## src/rtl/pkt_id_pkg.sv

```systemverilog
`default_nettype none
// ============================================================================
//  Module      : pkt_id_pkg
//  Description : Shared symbol-type, packet-kind and framer state encodings
//                used by the packet framer and its output FIFO.
//  Revision    : 1.0 - initial release
// ============================================================================
package pkt_id_pkg;

    // One-hot symbol types produced by the upstream classifier
    localparam logic [5:0] c_TYPE_NONE       = 6'b000000;
    localparam logic [5:0] c_TYPE_DATA       = 6'b100000;
    localparam logic [5:0] c_TYPE_TLP_START  = 6'b010000;
    localparam logic [5:0] c_TYPE_TLP_END    = 6'b001000;
    localparam logic [5:0] c_TYPE_DLLP_END   = 6'b000100;
    localparam logic [5:0] c_TYPE_DLLP_START = 6'b000010;
    localparam logic [5:0] c_TYPE_TLP_EDB    = 6'b000001;

    // Packet kind codes
    localparam logic [1:0] c_KIND_NONE = 2'b00;
    localparam logic [1:0] c_KIND_TLP  = 2'b01;
    localparam logic [1:0] c_KIND_DLLP = 2'b10;

    // Framer FSM states
    typedef logic [1:0] state_t;
    localparam state_t c_ST_IDLE    = 2'd0;
    localparam state_t c_ST_IN_TLP  = 2'd1;
    localparam state_t c_ST_IN_DLLP = 2'd2;
    localparam state_t c_ST_DROP    = 2'd3;

endpackage
`default_nettype wire

```

## src/rtl/framer_fifo.sv

```systemverilog
`default_nettype none
// ============================================================================
//  Module      : framer_fifo
//  Description : Synchronous FIFO with extra-MSB pointers. A push into a full
//                FIFO is accepted when a pop happens in the same cycle.
//  Revision    : 1.0 - initial release
// ============================================================================
module framer_fifo #(
    parameter int WIDTH = 8,
    parameter int DEPTH = 16
) (
    input  logic             clk,
    input  logic             rst_n,
    input  logic             i_push,
    input  logic [WIDTH-1:0] i_wdata,
    input  logic             i_pop,
    output logic [WIDTH-1:0] o_rdata,
    output logic             o_full,
    output logic             o_empty
);

    localparam int c_AW = $clog2(DEPTH);

    logic [WIDTH-1:0] r_mem [DEPTH];
    logic [c_AW:0]    r_wr_ptr;
    logic [c_AW:0]    r_rd_ptr;
    logic             w_full;
    logic             w_empty;
    logic             w_do_push;
    logic             w_do_pop;

    assign w_empty   = (r_wr_ptr == r_rd_ptr);
    assign w_full    = (r_wr_ptr[c_AW] != r_rd_ptr[c_AW]) &&
                       (r_wr_ptr[c_AW-1:0] == r_rd_ptr[c_AW-1:0]);
    assign w_do_pop  = i_pop && !w_empty;
    assign w_do_push = i_push && (!w_full || w_do_pop);

    // Storage array; no reset needed since the head is masked while empty
    always_ff @(posedge clk) begin
        if (w_do_push) begin
            r_mem[r_wr_ptr[c_AW-1:0]] <= i_wdata;
        end
    end

    // Read/write pointers wrap naturally; the extra MSB separates full from empty
    always_ff @(posedge clk or negedge rst_n) begin
        if (!rst_n) begin
            r_wr_ptr <= '0;
            r_rd_ptr <= '0;
        end else begin
            if (w_do_push) r_wr_ptr <= r_wr_ptr + 1'b1;
            if (w_do_pop)  r_rd_ptr <= r_rd_ptr + 1'b1;
        end
    end

    assign o_rdata = w_empty ? '0 : r_mem[r_rd_ptr[c_AW-1:0]];
    assign o_full  = w_full;
    assign o_empty = w_empty;

endmodule
`default_nettype wire

```

## src/rtl/packet_framer.sv

```systemverilog
`default_nettype none
// ============================================================================
//  Module      : packet_framer
//  Description : Rebuilds framed TLP/DLLP packets from classified bytes,
//                marks sop/eop, counts length, flags framing errors and
//                buffers the payload in an output FIFO.
//  Revision    : 1.0 - initial release
// ============================================================================
module packet_framer #(
    parameter int FIFO_DEPTH  = 16,
    parameter int LEN_W       = 12,
    parameter int MAX_TLP_LEN = 4095,
    parameter int DLLP_LEN    = 6
) (
    input  logic             clk,
    input  logic             rst_n,
    input  logic [7:0]       byte_in,
    input  logic [5:0]       type_in,
    input  logic [1:0]       kind_in,
    input  logic             out_ready,
    output logic             out_valid,
    output logic [7:0]       out_data,
    output logic             out_sop,
    output logic             out_eop,
    output logic [1:0]       out_kind,
    output logic             out_err,
    output logic [LEN_W-1:0] pkt_len,
    output logic             frame_err,
    output logic             overflow
);

    import pkt_id_pkg::*;

    localparam int               c_ENTRY_W  = 13 + LEN_W;
    localparam logic [LEN_W-1:0] c_MAX_LEN  = LEN_W'(MAX_TLP_LEN);
    localparam logic [LEN_W-1:0] c_DLLP_LEN = LEN_W'(DLLP_LEN);

    // Registered framer state
    state_t           r_state;
    logic             r_hold_valid;
    logic [7:0]       r_hold_data;
    logic             r_hold_sop;
    logic             r_sop_pending;
    logic [LEN_W-1:0] r_count;
    logic             r_len_ovf;
    logic [1:0]       r_kind;
    logic             r_term_pending;
    logic             r_term_sop;
    logic             r_overflow;
    logic             r_frame_err;

    // Next-state values
    state_t           w_state_nxt;
    logic             w_hold_valid_nxt;
    logic [7:0]       w_hold_data_nxt;
    logic             w_hold_sop_nxt;
    logic             w_sop_pending_nxt;
    logic [LEN_W-1:0] w_count_nxt;
    logic             w_len_ovf_nxt;
    logic [1:0]       w_kind_nxt;
    logic             w_term_pending_nxt;
    logic             w_term_sop_nxt;
    logic             w_overflow_nxt;
    logic             w_frame_err;

    // FIFO write side
    logic                 w_push;
    logic [7:0]           w_push_data;
    logic                 w_push_sop;
    logic                 w_push_eop;
    logic                 w_push_err;
    logic [LEN_W-1:0]     w_push_len;
    logic [c_ENTRY_W-1:0] w_push_entry;
    logic [c_ENTRY_W-1:0] w_head;
    logic                 w_fifo_full;
    logic                 w_fifo_empty;
    logic                 w_pop;
    logic                 w_can_push;

    // Symbol decode and per-cycle actions
    logic w_is_data;
    logic w_is_tlp_start;
    logic w_is_dllp_start;
    logic w_is_start;
    logic w_is_term;
    logic w_match_end;
    logic w_mism_end;
    logic w_len_err;
    logic w_do_open;
    logic w_do_load;
    logic w_do_lose;

    // The classifier's kind is implied by the one-hot type; kept on the port for pin compatibility
    logic w_unused_kind;
    assign w_unused_kind = ^kind_in;

    assign w_is_data       = (type_in == c_TYPE_DATA);
    assign w_is_tlp_start  = (type_in == c_TYPE_TLP_START);
    assign w_is_dllp_start = (type_in == c_TYPE_DLLP_START);
    assign w_is_start      = w_is_tlp_start || w_is_dllp_start;
    assign w_is_term       = (type_in == c_TYPE_TLP_END) || (type_in == c_TYPE_DLLP_END) ||
                             (type_in == c_TYPE_TLP_EDB);
    assign w_match_end     = ((r_state == c_ST_IN_TLP)  && (type_in == c_TYPE_TLP_END)) ||
                             ((r_state == c_ST_IN_DLLP) && (type_in == c_TYPE_DLLP_END));
    assign w_mism_end      = ((r_state == c_ST_IN_TLP)  && (type_in == c_TYPE_DLLP_END)) ||
                             ((r_state == c_ST_IN_DLLP) && (type_in == c_TYPE_TLP_END));
    // Count saturates at the TLP maximum; r_len_ovf records bytes beyond it
    assign w_len_err       = (r_state == c_ST_IN_DLLP) ? (r_count != c_DLLP_LEN) : r_len_ovf;

    assign w_pop      = !w_fifo_empty && out_ready;
    assign w_can_push = !w_fifo_full || w_pop;

    // Next-state and FIFO push decision
    always_comb begin
        w_state_nxt        = r_state;
        w_hold_valid_nxt   = r_hold_valid;
        w_hold_data_nxt    = r_hold_data;
        w_hold_sop_nxt     = r_hold_sop;
        w_sop_pending_nxt  = r_sop_pending;
        w_count_nxt        = r_count;
        w_len_ovf_nxt      = r_len_ovf;
        w_kind_nxt         = r_kind;
        w_term_pending_nxt = r_term_pending;
        w_term_sop_nxt     = r_term_sop;
        w_overflow_nxt     = r_overflow;
        w_frame_err        = 1'b0;
        w_push             = 1'b0;
        w_push_data        = r_hold_data;
        w_push_sop         = r_hold_sop;
        w_push_eop         = 1'b0;
        w_push_err         = 1'b0;
        w_push_len         = '0;
        w_do_open          = 1'b0;
        w_do_load          = 1'b0;
        w_do_lose          = 1'b0;

        if (r_term_pending) begin
            // All input is dropped until the closing terminator lands in the FIFO
            if (w_can_push) begin
                w_push             = 1'b1;
                w_push_data        = 8'h00;
                w_push_sop         = r_term_sop;
                w_push_eop         = 1'b1;
                w_push_err         = 1'b1;
                w_push_len         = r_count;
                w_term_pending_nxt = 1'b0;
            end
        end else begin
            case (r_state)
                c_ST_IDLE: begin
                    if (w_is_start)     w_do_open   = 1'b1;
                    else if (w_is_term) w_frame_err = 1'b1;
                end
                c_ST_DROP: begin
                    if (w_is_start)     w_do_open   = 1'b1;
                    else if (w_is_term) w_state_nxt = c_ST_IDLE;
                end
                default: begin
                    if (w_is_data) begin
                        if (r_hold_valid) w_push = 1'b1;
                        if (!r_hold_valid || w_can_push) w_do_load = 1'b1;
                        else                             w_do_lose = 1'b1;
                    end else if (w_is_term || w_is_start) begin
                        if (w_mism_end || w_is_start) w_frame_err = 1'b1;
                        if (!r_hold_valid) begin
                            // Packet closed with no payload: nothing to push
                            w_frame_err = 1'b1;
                            w_state_nxt = c_ST_IDLE;
                            w_do_open   = w_is_start;
                        end else begin
                            w_push     = 1'b1;
                            w_push_eop = 1'b1;
                            w_push_err = w_match_end ? w_len_err : 1'b1;
                            w_push_len = r_count;
                            if (w_can_push) begin
                                w_hold_valid_nxt = 1'b0;
                                w_state_nxt      = c_ST_IDLE;
                                w_do_open        = w_is_start;
                            end else begin
                                w_do_lose = 1'b1;
                            end
                        end
                    end
                end
            endcase
        end

        if (w_do_open) begin
            w_state_nxt       = w_is_tlp_start ? c_ST_IN_TLP : c_ST_IN_DLLP;
            w_kind_nxt        = w_is_tlp_start ? c_KIND_TLP : c_KIND_DLLP;
            w_count_nxt       = '0;
            w_len_ovf_nxt     = 1'b0;
            w_sop_pending_nxt = 1'b1;
            w_hold_valid_nxt  = 1'b0;
        end

        if (w_do_load) begin
            w_hold_valid_nxt  = 1'b1;
            w_hold_data_nxt   = byte_in;
            w_hold_sop_nxt    = r_sop_pending;
            w_sop_pending_nxt = 1'b0;
            if (r_count == c_MAX_LEN) w_len_ovf_nxt = 1'b1;
            else                      w_count_nxt   = r_count + 1'b1;
        end

        if (w_do_lose) begin
            // If the lost byte carried sop, the terminator must open and close the packet
            w_push             = 1'b0;
            w_overflow_nxt     = 1'b1;
            w_state_nxt        = c_ST_DROP;
            w_term_pending_nxt = 1'b1;
            w_term_sop_nxt     = r_hold_sop;
            w_hold_valid_nxt   = 1'b0;
        end
    end

    // State, hold register, counters and sticky flags
    always_ff @(posedge clk or negedge rst_n) begin
        if (!rst_n) begin
            r_state        <= c_ST_IDLE;
            r_hold_valid   <= 1'b0;
            r_hold_data    <= 8'h00;
            r_hold_sop     <= 1'b0;
            r_sop_pending  <= 1'b0;
            r_count        <= '0;
            r_len_ovf      <= 1'b0;
            r_kind         <= c_KIND_NONE;
            r_term_pending <= 1'b0;
            r_term_sop     <= 1'b0;
            r_overflow     <= 1'b0;
            r_frame_err    <= 1'b0;
        end else begin
            r_state        <= w_state_nxt;
            r_hold_valid   <= w_hold_valid_nxt;
            r_hold_data    <= w_hold_data_nxt;
            r_hold_sop     <= w_hold_sop_nxt;
            r_sop_pending  <= w_sop_pending_nxt;
            r_count        <= w_count_nxt;
            r_len_ovf      <= w_len_ovf_nxt;
            r_kind         <= w_kind_nxt;
            r_term_pending <= w_term_pending_nxt;
            r_term_sop     <= w_term_sop_nxt;
            r_overflow     <= w_overflow_nxt;
            r_frame_err    <= w_frame_err;
        end
    end

    assign w_push_entry = {w_push_data, w_push_sop, w_push_eop, w_push_err, r_kind, w_push_len};

    framer_fifo #(
        .WIDTH (c_ENTRY_W),
        .DEPTH (FIFO_DEPTH)
    ) u_fifo (
        .clk     (clk),
        .rst_n   (rst_n),
        .i_push  (w_push),
        .i_wdata (w_push_entry),
        .i_pop   (w_pop),
        .o_rdata (w_head),
        .o_full  (w_fifo_full),
        .o_empty (w_fifo_empty)
    );

    assign out_valid = !w_fifo_empty;
    assign {out_data, out_sop, out_eop, out_err, out_kind, pkt_len} = w_head;
    assign frame_err = r_frame_err;
    assign overflow  = r_overflow;

endmodule
`default_nettype wire

```

## config.mk

```make
export PLATFORM = sky130hd
export DESIGN_NAME = packet_framer
export DESIGN_NICKNAME = d
export VERILOG_FILES = /design/src/rtl/pkt_id_pkg.sv /design/src/rtl/framer_fifo.sv /design/src/rtl/packet_framer.sv
export SDC_FILE = /design/constraint.sdc
export NUM_CORES = 1
export LEC_CHECK = 0
export CAP_MARGIN = 25
export CORE_MARGIN = 3
export CORE_UTILIZATION = 30
export DETAILED_ROUTE_END_ITERATION = 10
export GPL_TIMING_DRIVEN = 1
export PLACE_DENSITY = 0.41
export SLEW_MARGIN = 5
export SYNTH_ARGS = -nofsm -noshare
export SYNTH_HDL_FRONTEND = slang
export SYNTH_SLANG_ARGS = --single-unit
```

## constraint.sdc

```tcl
create_clock -name clk -period 5.95 [get_ports clk]
set_input_delay 1.785 -clock clk [delete_from_list [all_inputs] [get_ports clk]]
set_output_delay 1.785 -clock clk [all_outputs]
set_load 0.02 [all_outputs]
```

==> qor_table.md <==
| Result | This run |
|---|---|
| Number of core rows | 88 |
| Worst path max stage delay | 0.75 ns |
| Max Root-Sink Buffers | 3 |
| Met3 WL | 1850 um |
| Warnings from Yosys | 0 |
| Metal-1 WL | 22000 um |
| Clock tree skew after final layout | 0.0160 ns |
| Total clock sinks | 442 |
| Buf/Inv on CP | 2 |
| Arr. time, crit path | 3.54 ns |
| Maximum fanout along the worst path | 32 |
| Global route total overflow | 0 |
| Sum of negative setup slack | 0 ns |
| Number of routed nets with antenna violations | 0 |
| Kind of launch point of the worst setup path | flop |
| Reg-to-reg startpoint | r_state[0] |
| Fin. max-slew vios | 0 |
| Slowest stage cell on the critical path | sky130_fd_sc_hd__dfrtp_4 |
| Cell type with the highest aggregate area in the netlist | sky130_fd_sc_hd__edfxtp_1 |
| Required time of the critical path | 4.16 ns |
| Critical path, cell by cell | buf_12 > mux4_2 > mux4_2 > and2_1 > clkdlybuf4s50_1 |
| Critical Setup Path Class | reg2out |
| Via count of the first global-routing pass | 9405 |
| Endpoint of the lowest-slack register-to-register path | u_fifo.r_mem[3][17] |
| Post-CTS Hold Fix Bufs | 0 |
| Clock period minus worst slack | 5.33 ns |
| Net count after synthesis | 915 |
| Post CTS Setup Buffer Count | 0 |
| Worst Setup End Kind | output pin |
| Cell family with the largest share of critical-path delay | multiplexers |
| Number of DRC violations after detailed-routing iteration 0 | 711 |
| Number of enable-type register cells in the synthesized netlist | 400 |
| Number of remaining DRC errors | 0 |
| Transition at the pin with the smallest max-transition slack | 0.928 ns |
| Mapped cell area | 17900 um^2 |
| Status | finished clean |
| Total number of nets in the final design | 1008 |
| Most common cell after layout, fill and taps aside | sky130_fd_sc_hd__edfxtp_1 |
| H-tree depth | 2 |
| Fraction of the yosys area taken by sequential cells | 73.1% |
| Stages on worst setup path | 5 |
| Leak Pwr | 0.00706 uW |
| Wirelength, routed | 45200 um |
| Topmost layer with routed signal wires | met4 |
| Synthesized area divided by synthesized cell count | 20.2 um^2 |
| Cell types with the largest area share after synthesis | sky130_fd_sc_hd__edfxtp_1 (67%), sky130_fd_sc_hd__mux4_2 (15%), sky130_fd_sc_hd__dfrtp_1 (5.9%), sky130_fd_sc_hd__and2_1 (1.2%), sky130_fd_sc_hd__nand2_1 (0.84%) |
| Number of stages on the worst hold path | 2 |
| Area added between synthesis and finish | 18.8% |
| Final number of setup-violating endpoints | 0 |
| P per Cell Area | 440 nW/um^2 |
| Final Cycle Share | 89.5% |
| Area share of the largest cell type after synthesis | 67.2% |
| Average wire per cell in the routed design | 25.4 um |
| Final Hold Slack | 0.468 ns |
| TritonCTS buffer count | 50 |
| #FFs+latches synth | 442 |
| Clock network latency to the later pin of the worst-skew pair | 0.59 ns |
| Quantity of I/O buffers inserted on ports | 44 |
| Cell with the most instances on the worst path | sky130_fd_sc_hd__mux4_2 |
| Die width | 250 um |
| Std-Cell Core Area | 58400 um^2 |
| Area of the die | 62500 um^2 |
| Die height | 250 um |
| Gate count of the mapped netlist | 885 |
| Total Routing Usage GR | 14.7% |
| IR Drop Worst-Case VDD | 0.281 mV |
| Hold Vio Cnt, Final | 0 |
| Post-detailed-route via-to-cell ratio | 4.90 |
| Number of cells on the worst reg-to-reg path | 8 |
| Count of fill cells added during filler insertion | 5433 |
| First-pass GRT wire length | 66800 um |
| Reg-to-reg setup timing slack | 2.84 ns |
| Largest net degree at the start of global routing | 101 |
| Number of detailed-routing iterations run before antenna repair | 4 |
| Setup repair after global routing missed its margin | no |
| Peak clock frequency supported by timing | 188 MHz |
| Diode count | 0 |
| Number of distinct standard cells referenced by the synthesized netlist | 55 |
| Number of antenna violations at the first check in global routing | 1 |
| Detailed placer's ending HPWL | 22900 um |
| Worst hold endpoint | r_hold_sop |
| Worst hold path startpoint | r_sop_pending |
| Clock tree from TritonCTS | built |
| Initial cell density of the core | 30.6% |
| Met2 WL | 20600 um |
| Dominant synthesized flop cell | sky130_fd_sc_hd__edfxtp_1 |
| Top library cells by usage in the layout, fill and taps aside | sky130_fd_sc_hd__edfxtp_1 (400), sky130_fd_sc_hd__mux4_2 (120), sky130_fd_sc_hd__clkbuf_16 (51) |
| Number of maximum-capacitance violations | 0 |
| Root cell of the clock tree | sky130_fd_sc_hd__clkbuf_16 |
| Via count of the routed design | 8747 |
| Worst hold-check path type | reg2reg |
| Share of layout cells above drive strength 1 | 26.0% |
| Resize count post-CTS | 0 |
| Async set-reset flop share out of synthesis | 9.50% |
| Clock edge transition at the registers on the reported setup and hold paths | 0.06 ns |
| Headroom to the max-slew limit | 37.9% |
| Io pins | 47 |
| Weighted congestion reported at the end of routability-driven placement | 0.709 |
[layout make-up]
class                   count  area (um^2)  area share, %
flip-flops and latches    442        13100           61.6
inverters                  10         37.5          0.177
repair buffers             89          936           4.41
clock buffers              74         1400           6.61
well taps                 765          957           4.51
multi-input cells         385         4620           21.8
clock inverters            19          193          0.908
[tightest hold or removal path, cell delays in order, from the launching register on]
cell and delay (ns):
sky130_fd_sc_hd__dfrtp_1 0.34, sky130_fd_sc_hd__nand2_1 0.05, sky130_fd_sc_hd__nand2_1 0.05
[cell families (layout without fill, tap and decap cells)]
| family | after synthesis | count (layout) | synth area share [%] |
|---|---|---|---|
| AND/OR/NAND/NOR | 176 | 176 | 5.60 |
| AO/OA/AOI/OAI | 52 | 52 | 2.14 |
| flip-flops | 442 | 442 | 73.1 |
| buffers and inverters | 58 | 192 | 1.45 |
| multiplexers | 129 | 129 | 16.1 |
| XOR/XNOR | 17 | 17 | 0.833 |
| adder cells (fa/ha/maj) | 11 | 11 | 0.770 |
[synth_stat cells (all sizes together), types with 4 or more instances]
cell type and count:
o31ai 10, a31oi 4, dfrtp 42, nand2b 4, mux2 4, buf 20
nor2 20, xnor2 9, and3 12, inv 10, nand4 6, clkbuf 28
a21oi 12, or4 8, nor4 4, and2 33, nand2 40, nor2b 16
mux4 125, edfxtp 400, ha 11, nand3 13, o21ai 6, nor4b 4
xor2 8
[sequential cells by signal, summed over array words and instances (netlist names)]
name	flops
r_state	2
u_fifo.r_mem	400
u_fifo.r_rd_ptr	5
overflow	1
r_sop_pending	1
r_hold_valid	1
frame_err	1
r_kind	2
r_hold_data	8
r_count	12
u_fifo.r_wr_ptr	5
r_term_sop	1
r_term_pending	1
r_len_ovf	1
r_hold_sop	1
[per-stage QoR]
step                      util, %  setup slack [ns]  instance area, um^2  cells  total power (uW)
after floorplan                 -            0.0226                17900    885              5460
after global placement       33.6             0.882                19600   1690              6470
after detailed placement     33.6             0.886                19600   1690              6470
after CTS                    36.4             0.480                21200   1783              9520
after global routing         36.4             0.306                21200   1784              9810
final                        36.4             0.624                21200   1784              9330
[routing by layer]
layer,GRT usage [%],up-vias
li1,-,3829
met1,21.7,4695
met2,22.5,173
met3,2.79,50
met4,3.58,0
met5,0,-
[where the power goes]
part	leakage [uW]	internal [uW]	total [uW]	switching (uW)
combinational	0.00194	1410	2720	1310
clock	0.000784	1800	3010	1210
sequential	0.00434	3480	3600	118
[worst max-delay path by stage]
stage	slack [ns]	from	endpoint
after detailed placement	0.89	type_in[5]	u_fifo.r_mem[3][18]
final	0.62	u_fifo.r_rd_ptr[0]	pkt_len[1]
after floorplan	0.02	type_in[5]	u_fifo.r_mem[3][0]
after global routing	0.31	u_fifo.r_wr_ptr[3]	pkt_len[10]
after CTS	0.48	u_fifo.r_wr_ptr[3]	pkt_len[11]
after global placement	0.88	type_in[5]	u_fifo.r_mem[3][18]
(Power assumes the default switching activity.)
